File: src/rtl/flappy_io_pkg.sv
// ---------------------------------------------------------------------------
// flappy_io_pkg
// Shared definitions for the flappy MMIO input port:
//   io_addr_t      CPU register select (STATUS, FRAME, FLAPS, ID)
//   ST_*           bit positions inside the STATUS register
//   deb_state_t    button debouncer FSM states
// ---------------------------------------------------------------------------
package flappy_io_pkg;

  typedef enum logic [1:0] {
    ADDR_STATUS = 2'd0,
    ADDR_FRAME  = 2'd1,
    ADDR_FLAPS  = 2'd2,
    ADDR_ID     = 2'd3
  } io_addr_t;

  localparam int ST_FLAP  = 0;
  localparam int ST_LEVEL = 1;
  localparam int ST_FRAME = 2;

  typedef enum logic [1:0] {
    S_LOW  = 2'd0,
    S_RISE = 2'd1,
    S_HIGH = 2'd2,
    S_FALL = 2'd3
  } deb_state_t;

endpackage

File: src/rtl/button_debouncer.sv
// ---------------------------------------------------------------------------
// button_debouncer
// Synchronises a raw asynchronous push-button into the clock domain with two
// flops, then requires DEBOUNCE_CYCLES of stable level before the debounced
// level changes. A single-cycle press pulse marks each accepted rising edge.
// Ports:
//   clock   in   system clock, all logic on posedge
//   rst     in   synchronous active-high reset
//   raw_in  in   raw button pin, high = pressed
//   level   out  debounced button level
//   press   out  one-cycle pulse when a press is accepted
// ---------------------------------------------------------------------------
module button_debouncer
  import flappy_io_pkg::*;
#(
  parameter int DEBOUNCE_CYCLES = 250000
) (
  input  logic clock,
  input  logic rst,
  input  logic raw_in,
  output logic level,
  output logic press
);

  localparam int CNT_W = $clog2(DEBOUNCE_CYCLES + 1);
  localparam logic [CNT_W-1:0] CNT_LAST = CNT_W'(DEBOUNCE_CYCLES - 1);

  logic             r_sync1;
  logic             r_sync2;
  deb_state_t       r_state;
  logic [CNT_W-1:0] r_cnt;

  deb_state_t       w_next_state;
  logic [CNT_W-1:0] w_next_cnt;
  logic             w_press;

  // Two-flop synchroniser; nothing else is allowed to see raw_in.
  always_ff @(posedge clock) begin
    if (rst) begin
      r_sync1 <= 1'b0;
      r_sync2 <= 1'b0;
    end else begin
      r_sync1 <= raw_in;
      r_sync2 <= r_sync1;
    end
  end

  // State and counter registers.
  always_ff @(posedge clock) begin
    if (rst) begin
      r_state <= S_LOW;
      r_cnt   <= '0;
    end else begin
      r_state <= w_next_state;
      r_cnt   <= w_next_cnt;
    end
  end

  // Next-state logic. The press pulse is emitted in the last qualifying
  // cycle of S_RISE, so it coincides with the transition into S_HIGH and
  // can only occur once per stable high period.
  always_comb begin
    w_next_state = r_state;
    w_next_cnt   = r_cnt;
    w_press      = 1'b0;
    case (r_state)
      S_LOW: begin
        if (r_sync2) begin
          w_next_state = S_RISE;
          w_next_cnt   = '0;
        end
      end
      S_RISE: begin
        if (!r_sync2) begin
          w_next_state = S_LOW;
        end else if (r_cnt == CNT_LAST) begin
          w_next_state = S_HIGH;
          w_press      = 1'b1;
        end else begin
          w_next_cnt = r_cnt + CNT_W'(1);
        end
      end
      S_HIGH: begin
        if (!r_sync2) begin
          w_next_state = S_FALL;
          w_next_cnt   = '0;
        end
      end
      S_FALL: begin
        if (r_sync2) begin
          w_next_state = S_HIGH;
        end else if (r_cnt == CNT_LAST) begin
          w_next_state = S_LOW;
        end else begin
          w_next_cnt = r_cnt + CNT_W'(1);
        end
      end
      default: begin
        w_next_state = S_LOW;
        w_next_cnt   = '0;
      end
    endcase
  end

  assign press = w_press;
  assign level = (r_state == S_HIGH) || (r_state == S_FALL);

endmodule

File: src/rtl/mmio_input_port.sv
// ---------------------------------------------------------------------------
// mmio_input_port
// CPU-facing read-only MMIO block. Debounces the flap button, latches flap
// and frame events as sticky flags, counts them, and serves registered reads.
// Reading STATUS clears both sticky flags (an event in the same cycle wins).
// Ports:
//   clock        in   system clock
//   rst          in   synchronous active-high reset
//   btn_flap     in   raw asynchronous push-button
//   frame_start  in   one-cycle pulse at start of vblank
//   rd_en        in   read strobe, one cycle per access
//   rd_addr      in   register select (io_addr_t)
//   rd_data      out  read data, valid while rd_valid=1, held otherwise
//   rd_valid     out  high one cycle after each rd_en
// ---------------------------------------------------------------------------
module mmio_input_port
  import flappy_io_pkg::*;
#(
  parameter int          DEBOUNCE_CYCLES = 250000,
  parameter logic [31:0] ID_VALUE        = 32'hF1A9_0001
) (
  input  logic        clock,
  input  logic        rst,
  input  logic        btn_flap,
  input  logic        frame_start,
  input  logic        rd_en,
  input  logic [1:0]  rd_addr,
  output logic [31:0] rd_data,
  output logic        rd_valid
);

  logic        w_level;
  logic        w_press;
  logic        w_status_rd;
  logic [31:0] w_rd_mux;

  logic        r_flap_pending;
  logic        r_frame_pending;
  logic [15:0] r_flap_count;
  logic [31:0] r_frame_count;
  logic [31:0] r_rd_data;
  logic        r_rd_valid;

  button_debouncer #(
    .DEBOUNCE_CYCLES(DEBOUNCE_CYCLES)
  ) u_debouncer (
    .clock (clock),
    .rst   (rst),
    .raw_in(btn_flap),
    .level (w_level),
    .press (w_press)
  );

  assign w_status_rd = rd_en && (io_addr_t'(rd_addr) == ADDR_STATUS);

  // Sticky flags: an event in the clearing cycle keeps the flag set so the
  // following STATUS read still reports it.
  always_ff @(posedge clock) begin
    if (rst) begin
      r_flap_pending  <= 1'b0;
      r_frame_pending <= 1'b0;
    end else begin
      if (w_press)          r_flap_pending <= 1'b1;
      else if (w_status_rd) r_flap_pending <= 1'b0;
      if (frame_start)      r_frame_pending <= 1'b1;
      else if (w_status_rd) r_frame_pending <= 1'b0;
    end
  end

  // Event counters: flap count saturates, frame count wraps.
  always_ff @(posedge clock) begin
    if (rst) begin
      r_flap_count  <= '0;
      r_frame_count <= '0;
    end else begin
      if (w_press && (r_flap_count != 16'hFFFF))
        r_flap_count <= r_flap_count + 16'd1;
      if (frame_start)
        r_frame_count <= r_frame_count + 32'd1;
    end
  end

  // Read mux samples the pre-update values of this cycle.
  always_comb begin
    w_rd_mux = '0;
    case (io_addr_t'(rd_addr))
      ADDR_STATUS: begin
        w_rd_mux[ST_FLAP]  = r_flap_pending;
        w_rd_mux[ST_LEVEL] = w_level;
        w_rd_mux[ST_FRAME] = r_frame_pending;
      end
      ADDR_FRAME:  w_rd_mux = r_frame_count;
      ADDR_FLAPS:  w_rd_mux = {16'b0, r_flap_count};
      ADDR_ID:     w_rd_mux = ID_VALUE;
      default:     w_rd_mux = '0;
    endcase
  end

  // Read response register; data holds between accesses.
  always_ff @(posedge clock) begin
    if (rst) begin
      r_rd_data  <= '0;
      r_rd_valid <= 1'b0;
    end else begin
      r_rd_valid <= rd_en;
      if (rd_en) r_rd_data <= w_rd_mux;
    end
  end

  // A read whose response cycle coincides with rst being raised is dropped,
  // so in-flight reads never complete once reset is asserted.
  assign rd_valid = r_rd_valid && !rst;
  assign rd_data  = r_rd_data;

endmodule

File: config.mk
export PLATFORM = sky130hd
export DESIGN_NAME = mmio_input_port
export DESIGN_NICKNAME = d
export VERILOG_FILES = /design/src/rtl/flappy_io_pkg.sv /design/src/rtl/button_debouncer.sv /design/src/rtl/mmio_input_port.sv
export SDC_FILE = /design/constraint.sdc
export NUM_CORES = 1
export LEC_CHECK = 0
export ABC_AREA = 1
export CAP_MARGIN = 40
export CORE_MARGIN = 4
export CORE_UTILIZATION = 43
export DETAILED_ROUTE_END_ITERATION = 7
export PLACE_DENSITY_LB_ADDON = 0.15
export SETUP_SLACK_MARGIN = 0.1
export SYNTH_ARGS = -nofsm -noshare
export SYNTH_HDL_FRONTEND = slang
export SYNTH_HIERARCHICAL = 1
export SYNTH_SLANG_ARGS = --single-unit
File: constraint.sdc
create_clock -name clock -period 3.1 [get_ports clock]
set_input_delay 0.465 -clock clock [delete_from_list [all_inputs] [get_ports clock]]
set_output_delay 0.465 -clock clock [all_outputs]
set_load 0.01 [all_outputs]
==> summary.md <==
| Metric | Value |
|---|---|
| YS warnings | `6` |
| CTS tree | `yes` |
| CTS Sinks | `105` |
| DR DRC count | `0` |
| CTS root buf | `clkbuf_16` |
| Placed Cells | `1003` |
| PortBufs | `39` |
| Synth Area per Inst | `6.77 µm²` |
| Register share of total power | `51.1%` |
| Via-per-instance ratio | `5.06` |
| Net Sw Frac | `23.2%` |
| Worst-path clk slew | `0.07 ns` |
| DP Worst Slack | `0.315 ns` |
| Diode count | `0` |
| Main synth FF type | `dfxtp_1` |
| Max-Cap Viols | `0` |
| Die width | `121 µm` |
| Tcrit/Tclk final | `83.2%` |
| DRT Wirelength | `13300 µm` |
| Clock Path Buffers | `2` |
| Synth Instances | `813` |
| Tot Pwr | `2.71 mW` |
| Hold Path Depth | `2` |
| Top cell type's share of synthesized area | `38.2%` |
| CP startpoint | `u_debouncer/r_cnt[0]` |
| ANT nets after route | `0` |
| HP Class | `reg2reg` |
| Hold endpoint | `u_debouncer/r_sync2` |
| Clock power share | `43.2%` |
| First-pass GRT wire length | `22500 µm` |
| R2R depth | `12` |
| Vias in the first global route | `4768` |
| Cell leakage power | `2.37 nW` |
| Layout Utilization | `50.3%` |
| DRT iter0 DRCs | `255` |
| Crit path time final | `2.58 ns` |
| Post-route cell area | `6320 µm²` |
| Arrival time worst endpoint | `2.82 ns` |
| Top-count cell post-synth | `nand2_1` |
| Total die area | `14700 µm²` |
| Slew of the pin with the lowest slew margin | `0.629 ns` |
| Req. time, crit path | `3.34 ns` |
| GPL Wtd Cong | `0.851` |
| Critical path fanouts, max | `20` |
| Total iterations of the first detailed-routing run | `5` |
| Seq cells post-synth | `105` |
| Initial Util | `43.8%` |
| Worst hold slack | `0.407 ns` |
| FF-to-FF setup slack | `0.52 ns` |
| Share of layout cells above drive strength 1 | `8.74%` |
| Internal power | `2.08 mW` |
| Comb power frac | `5.7%` |
| Status | `finished clean` |
| Max_slew headroom | `58.0%` |
| Number of flops mapped to enable cells by yosys | `0` |
| Top post-synthesis cells by count | `nand2_1 (207), dfxtp_1 (105), inv_1 (103), nor2_1 (103), nand3_1 (63)` |
| Sw power | `627 µW` |
| Worst Setup End Kind | `flip-flop` |
| Setup Buffers After CTS | `0` |
| Top-Level Pins | `40` |
| Max VDD drop | `0.000229 V` |
| Final setup violation count | `0` |
| Post-Layout Cell Count | `1019` |
| Final setup TNS | `0 ns` |
| PwrDens | `428 nW/µm²` |
| Fin nets | `852` |
| Synth unique cells | `39` |
| Max Fclk | `388 MHz` |
| H-tree depth | `3` |
| Total track usage | `18.8%` |
| Area post-placement | `6010 µm²` |
| Startpoint types | `flip-flop` |
| Fin Clk Skew | `0.00796 ns` |
| Gr ovfl total | `0` |
| PnR worst setup slack | `0.522 ns` |
| Main area contributors after synthesis | `dfxtp_1 (38%), nand2_1 (14%), inv_1 (7.0%)` |
| Initial antenna violation count | `0` |
| Crit Path Class | `reg2reg` |
| Async set or reset register ratio after synthesis | `0%` |
| Die height | `121 µm` |
| Filler Cells Inserted | `1298` |
| CORE AREA | `12600 µm²` |
| R2r startpoint | `u_debouncer/r_cnt[0]` |
| Sequential share of the synthesized area | `38.2%` |
| RSZ-0062 raised after global routing | `false` |
| Post-Syn Nets | `823` |
| Cell Area, Synth | `5500 µm²` |
| Wire per inst | `13.0 µm` |
| Rows | `41` |
| Fin. Hold Viols | `0` |
| Worst-skew pair later-pin latency | `0.35 ns` |
| Cell accounting for the most synthesized area | `dfxtp_1` |
| CTS buffer count | `9` |
| Cts hold-fix bufs | `0` |
| Final HPWL DP | `9810 µm` |
| Slew Limit Fails | `0` |
| Vias | `5154` |
| Area grow syn2layout | `14.8%` |
| Reg-to-reg endpoint | `r_flap_count[1]` |
| Hold Path Origin | `u_debouncer/r_sync1` |
| Pin count of the biggest net entering global routing | `31` |
worst max-delay path, cell delays in order (launching register included):
cell      delay [ns]
dfxtp_1         0.42
ha_1            0.23
nand3_2         0.16
inv_1           0.13
nand3_1         0.09
nor2_1          0.21
nand2_1         0.10
nor3b_2         0.32
nand2_1         0.14
nand2_2         0.37
clkinv_8        0.12
nor2_1          0.11
nor2_1          0.05
registers in the layout, summed over array words and instances, names as in the netlist, named ones only:
name and flops:
u_debouncer/r_state 1, r_frame_count 32, u_debouncer/r_sync1 1, r_rd_valid 1, u_debouncer/r_cnt 18, rd_data 32, u_debouncer/r_sync2 1, r_frame_pending 1
r_flap_pending 1, r_flap_count 16
kinds of logic (layout without fill, tap and decap cells):
family	count (synthesis)	in the layout	share of synthesized area [%]
buffers and inverters	133	167	9.91
flip-flops	105	105	38.2
XOR/XNOR	8	8	1.61
adder cells (fa/ha/maj)	3	3	0.682
AO/OA/AOI/OAI	128	128	13.5
AND/OR/NAND/NOR	436	436	36.1
per-layer routing:
layer  part of all wire, %  global-route usage (%)  up-vias
li1                      -                       -     2684
met4                   1.6                    6.66        0
met1                    49                    25.7     2352
met2                    44                    29.6      102
met3                   5.0                    3.36       16
met5                     0                       0        -
repair_timing:
action / in CTS / in global routing
gates resized for setup: 0 / 1
hold endpoints to repair: 0 / 0
setup endpoints to repair: 0 / 14
cell type report:
| class | instances | area (µm²) | area share (%) |
|---|---|---|---|
| clock buffers | 10 | 239 | 3.78 |
| well taps | 172 | 215 | 3.41 |
| clock inverters | 6 | 66.3 | 1.05 |
| multi-input cells | 575 | 2860 | 45.3 |
| flip-flops and latches | 105 | 2100 | 33.3 |
| repair buffers | 44 | 423 | 6.69 |
| inverters | 107 | 414 | 6.55 |
placed cells by master (no fill, tap or decap), types with 8 or more instances in the layout:
cell type and instances:
o221ai_1 11, a21oi_1 59, dfxtp_1 105, clkbuf_16 9, nand4_1 17, clkdlybuf4s50_1 38, o21ai_0 37, nand3_1 63
nand2_1 207, nor2_2 10, a21oi_2 9, nand3_2 8, inv_1 103, nor3_1 8, nor2_1 103
worst max-delay path by stage:
stage          depth (start not counted)               to
2_1_floorplan                         13  r_flap_count[2]
3_3_place_gp                          12  r_flap_count[3]
3_5_place_dp                          12  r_flap_count[7]
4_1_cts                               12  r_flap_count[1]
5_1_grt                               12  r_flap_count[1]
6_report                              12  r_flap_count[1]
power groups by stage:
stage,sequential (mW),combinational [mW],clock [mW]
3_3_place_gp,1.41,0.152,0
2_1_floorplan,1.42,0.0849,0
3_5_place_dp,1.41,0.154,0
6_report,1.38,0.153,1.17
5_1_grt,1.38,0.171,1.25
4_1_cts,1.38,0.156,1.20
No activity file was read; power rests on OpenSTA's default activity.
==> RTL edit 1 (same settings) <==
`DEBOUNCE_CYCLES` is set to 250000 in 2 places; all go to 125000.
--- a/src/rtl/button_debouncer.sv
+++ b/src/rtl/button_debouncer.sv
@@ -15,3 +15,3 @@
 #(
-  parameter int DEBOUNCE_CYCLES = 250000
+  parameter int DEBOUNCE_CYCLES = 125000
 ) (
--- a/src/rtl/mmio_input_port.sv
+++ b/src/rtl/mmio_input_port.sv
@@ -18,3 +18,3 @@
 #(
-  parameter int          DEBOUNCE_CYCLES = 250000,
+  parameter int          DEBOUNCE_CYCLES = 125000,
   parameter logic [31:0] ID_VALUE        = 32'hF1A9_0001
Check against the original RTL: no difference found for any inputs over 10 cycles, from zero or initial values and one cycle with rst high; that may be too few to reach the edited logic, so the function may still have changed.
==> RTL edit 1 against the original RTL <==
Cell area fell by 0.49%. Sequential cell count is 1 lower. Worst setup slack improved by 82 ps. Total power is 0.54% lower. Non-clock buffer count unchanged. Global-route usage up 0.24 points. Area after synthesis down 0.61%. Wire length increased by 0.54%. Critical path type unchanged.
==> RTL edit 1: results (changes against the original RTL) <==
The first-pass iteration count of the detailed router came out at 4 (-1). The final clock skew came out at 8.89 ps (+0.932 ps). The transition time at the pin with the least slew margin is 677 ps (+47.8 ps). The reported leakage power came out at 2.40 nW (+1.1%). The path class of the tightest hold or removal check is reg -> reg.

Counting instances in the post-synthesis netlist gives the leading cell types as sky130_fd_sc_hd__nand2_1 (206), sky130_fd_sc_hd__dfxtp_1 (104), sky130_fd_sc_hd__inv_1 (103). The total via count after detailed routing came to 5062 (-1.8%). The cell chosen for the clock root is sky130_fd_sc_hd__clkbuf_16.

The maximum vdd drop is 0.270 mV (+18%). The number of unique standard cell types used by synthesis is 38 (-2.6%). The sequential fraction of the synthesis area is 0.381 (-0.00130).

The area share of fa/ha/maj cells after synthesis is 0.00686 (+0.0000421). The compound-gate portion of the synthesized area came to 0.139 (+0.00404). The number of buffers created by CTS is 9 (unchanged). The last weighted congestion value of the routability-driven placer came out at 0.866 (+1.8%). The first-iteration detailed-routing DRC count is 255 (unchanged). The number of fillers in the final layout is 1243 (-4.2%). The share of cell area taken by muxes after synthesis came to 0 (unchanged). The net count after synthesis is 816 (-0.85%). The number of cells on the worst hold path is 2 (unchanged). The number of global-route vias before repair is 4742 (-0.55%). The first-pass GRT wire length is 22.4 mm (-0.68%). The number of resized instances in the post-cts repair step is 0 (unchanged).

In this run the critical register-to-register path is captured at r_flap_count[2]. In the post-synthesis netlist, the biggest area contributors are sky130_fd_sc_hd__dfxtp_1 (38%), sky130_fd_sc_hd__nand2_1 (14%), sky130_fd_sc_hd__inv_1 (7.1%), sky130_fd_sc_hd__nor2_1 (6.5%), sky130_fd_sc_hd__a21oi_1 (5.1%). The data arrival time of the critical path is 2710 ps (-110 ps). The wire length after detailed routing came out at 13.3 mm (+0.54%). The post-layout net count is 846 (-0.70%). The run finished with clean final reports.

For hold timing, the worst endpoint is u_debouncer/r_sync2. The maximum number of pins on one net before global-route repair is 54 (+74%). The post-synthesis async set-or-reset flop share is 0 (unchanged). The switching share of total power is 0.238 (+0.00601). The share of the synthesized netlist area taken by xor and xnor gates is 0.0144 (-0.00173). The fraction of layout instances using a drive strength above 1 came out at 0.103 (+0.0161). The total routing resource utilization after global routing came out at 0.190 (+0.00245). The reg-to-reg setup timing slack came out at 600 ps (+80 ps). The detailed placement HPWL came out at 9.83 mm (+0.27%).
[RTL edit 1: cell types whose count changed in the layout (fill, tap and decap cells not counted), moves of 3 or more]
cell                      unedited run  this run
sky130_fd_sc_hd__nand3_1            63        53
sky130_fd_sc_hd__nor2_1            103        95
sky130_fd_sc_hd__a21oi_2             9        13
sky130_fd_sc_hd__nand2_2             4         8
sky130_fd_sc_hd__nor2_2             10        14
sky130_fd_sc_hd__a21oi_1            59        56
[RTL edit 1: worst max-delay path: stages (launching register included)]
cell	delay, ps
sky130_fd_sc_hd__dfxtp_1	400
sky130_fd_sc_hd__ha_1	210
sky130_fd_sc_hd__nand2_2	80
sky130_fd_sc_hd__clkinv_2	80
sky130_fd_sc_hd__nand2_2	60
sky130_fd_sc_hd__nor2_4	130
sky130_fd_sc_hd__nand3_4	110
sky130_fd_sc_hd__nor3_1	440
sky130_fd_sc_hd__nand2_1	170
sky130_fd_sc_hd__nand2_2	390
sky130_fd_sc_hd__clkinv_8	120
sky130_fd_sc_hd__nand2_1	110
sky130_fd_sc_hd__a21oi_2	50
[RTL edit 1: per-layer routing]
metal  vias to the layer above  GRT usage  share of wire
met5                         -          0              0
met3                        21     0.0412          0.029
met4                         0     0.0687          0.021
met1                      2345      0.239           0.46
met2                        56      0.320           0.49
li1                       2640          -              -
[RTL edit 1: worst max path at each step]
stage	from	endpoint	slack [ps]	depth (start not counted)
2_1_floorplan	u_debouncer/r_cnt[0]	r_flap_count[2]	1120	13
3_3_place_gp	u_debouncer/r_cnt[0]	r_flap_count[9]	790	12
3_5_place_dp	u_debouncer/r_cnt[0]	r_flap_count[2]	620	12
4_1_cts	u_debouncer/r_cnt[0]	r_flap_count[2]	600	12
5_1_grt	u_debouncer/r_cnt[0]	r_flap_count[2]	330	12
6_report	u_debouncer/r_cnt[0]	r_flap_count[2]	600	12
[RTL edit 1: cells by family (layout without fill, tap and decap cells)]
logic type | after synthesis | in the layout
XOR/XNOR | 9 | 9
buffers and inverters | 135 | 170
flip-flops | 104 | 104
AND/OR/NAND/NOR | 426 | 426
AO/OA/AOI/OAI | 129 | 129
adder cells (fa/ha/maj) | 3 | 3
[RTL edit 1: stage by stage]
stage               power [mW]  std cells  cell area [um2]  worst slack (ps)  hold slack (ps)
global placement          1.55        992             5960               785              397
floorplan                 1.49        806             5470              1120              388
CTS                       2.72       1009             6290               600              416
finish                    2.69       1009             6290               604              412
detailed placement        1.56        993             5980               616              397
global route              2.79       1009             6290               333              430
[RTL edit 1: area by class of cell]
class                      instances  area [um2]  area share
clock buffer                       9         225      0.0358
clock inverter                     7        78.8      0.0125
inverter                         110         427      0.0678
multi-input combinational        567        2820       0.449
sequential                       104        2080       0.331
tap                              168         210      0.0334
timing repair buffer              44         443      0.0704
==> RTL edit 2 (config.mk and constraints unchanged) <==
Made on the original files. Put a register stage on the output `rd_valid`, with the module's reset. The value now appears one clock later. The other outputs are not delayed to match. Comments in the files are not updated.
--- a/src/rtl/mmio_input_port.sv
+++ b/src/rtl/mmio_input_port.sv
@@ -111,3 +111,9 @@
   // so in-flight reads never complete once reset is asserted.
-  assign rd_valid = r_rd_valid && !rst;
+  always_ff @(posedge clock) begin
+    if (rst) begin
+      rd_valid <= '0;
+    end else begin
+      rd_valid <= r_rd_valid && !rst;
+    end
+  end
   assign rd_data  = r_rd_data;
Check against the original RTL: not equivalent (a bounded check fails within 4 cycles, from zero or initial values and one cycle with rst high).
==> RTL edit 2 against the original RTL <==
Sequential cell count increased by 1. Die area decreased by 1.1%. Cell area decreased by 0.99%. Total power increased by 2.9%. Area after synthesis decreased by 1.2%. Wire length increased by 1.3%. Fmax decreased by 2.9%. Worst setup slack got worse by 77 ps. Critical path type unchanged. Largest cell class unchanged.
==> RTL edit 2: results (changes against the original RTL) <==
The sequential fraction of the synthesis area came to 0.390 (+0.00834). The met1 usage in global routing is 0.259 (+0.00193). The maximum number of pins on one net before global-route repair was 49 (+58%). The met3 layer wire length in the routed design is 648 um (-1.8%). The combinational cell fraction of total power came to 0.054 (-0.003). The power per cell area came out at 445 mW/mm2 (+4.0%). The worst hold margin came to 401 ps (-5.96 ps). The reported leakage power came out at 2.29 nW (-3.7%). The run finished with clean final reports.

The data arrival time of the critical path came out at 2940 ps (+120 ps). The source of the worst hold timing path is r_rd_valid. The endpoint of the worst hold path is rd_valid. The share of total power in the clock network came out at 0.444 (+0.012). The stage delay of the slowest cell on the critical path came out at 440 ps (+20 ps). The last weighted congestion value of the routability-driven placer came to 0.866 (+1.8%). The worst slew margin relative to its limit is 0.590 (+0.00988).

The clock period minus worst slack is 2650 ps (+76.6 ps). The final instance area was 0.00626 mm2 (-0.99%). Ranked by total cell area, the synthesized netlist is headed by sky130_fd_sc_hd__dfxtp_1 (39%), sky130_fd_sc_hd__nand2_1 (14%), sky130_fd_sc_hd__nor2_1 (8.2%), sky130_fd_sc_hd__inv_1 (6.9%), sky130_fd_sc_hd__a21oi_1 (6.1%).

The maximum vdd drop is 0.285 mV (+25%). The via density per instance is 5.12 (+1.3%). The number of fillers in the final layout came out at 1278 (-1.5%). The routed wirelength normalized by instance count was 13.2 um (+1.7%). The slowest stage of the critical path belongs to the cell sky130_fd_sc_hd__nor3b_1.

The first-iteration detailed-routing DRC count came out at 398 (+56%). The depth of the worst register-to-register path came out at 14 (+2). The fraction of layout instances using a drive strength above 1 was 0.0661 (-0.0213).
[RTL edit 2: cell types whose count changed after synthesis, sizes merged, moves of 2 or more]
cell / unedited run / this run
o211ai: 2 / 0
clkbuf: 12 / 15
o21ai: 37 / 40
nor3: 9 / 15
o21bai: 1 / 3
xor2: 8 / 4
nand3: 73 / 53
inv: 106 / 104
o221ai: 11 / 13
nand4: 17 / 21
o22ai: 0 / 2
nor2: 121 / 132
a31oi: 3 / 1
buf: 14 / 11
[RTL edit 2: final cells by class]
type,count,share of cell area
Multi-Input combinational cell,577,0.446
Sequential cell,106,0.339
Inverter,104,0.0624
Tap cell,168,0.0336
Clock inverter,5,0.0124
Clock buffer,11,0.0388
Timing Repair Buffer,44,0.0676
[RTL edit 2: logic make-up after synthesis]
family	share of synthesized area
simple gates	0.361
compound gates	0.135
xor+xnor	0.00990
flops	0.390
fa+ha+maj	0.00691
buf+inv	0.0962
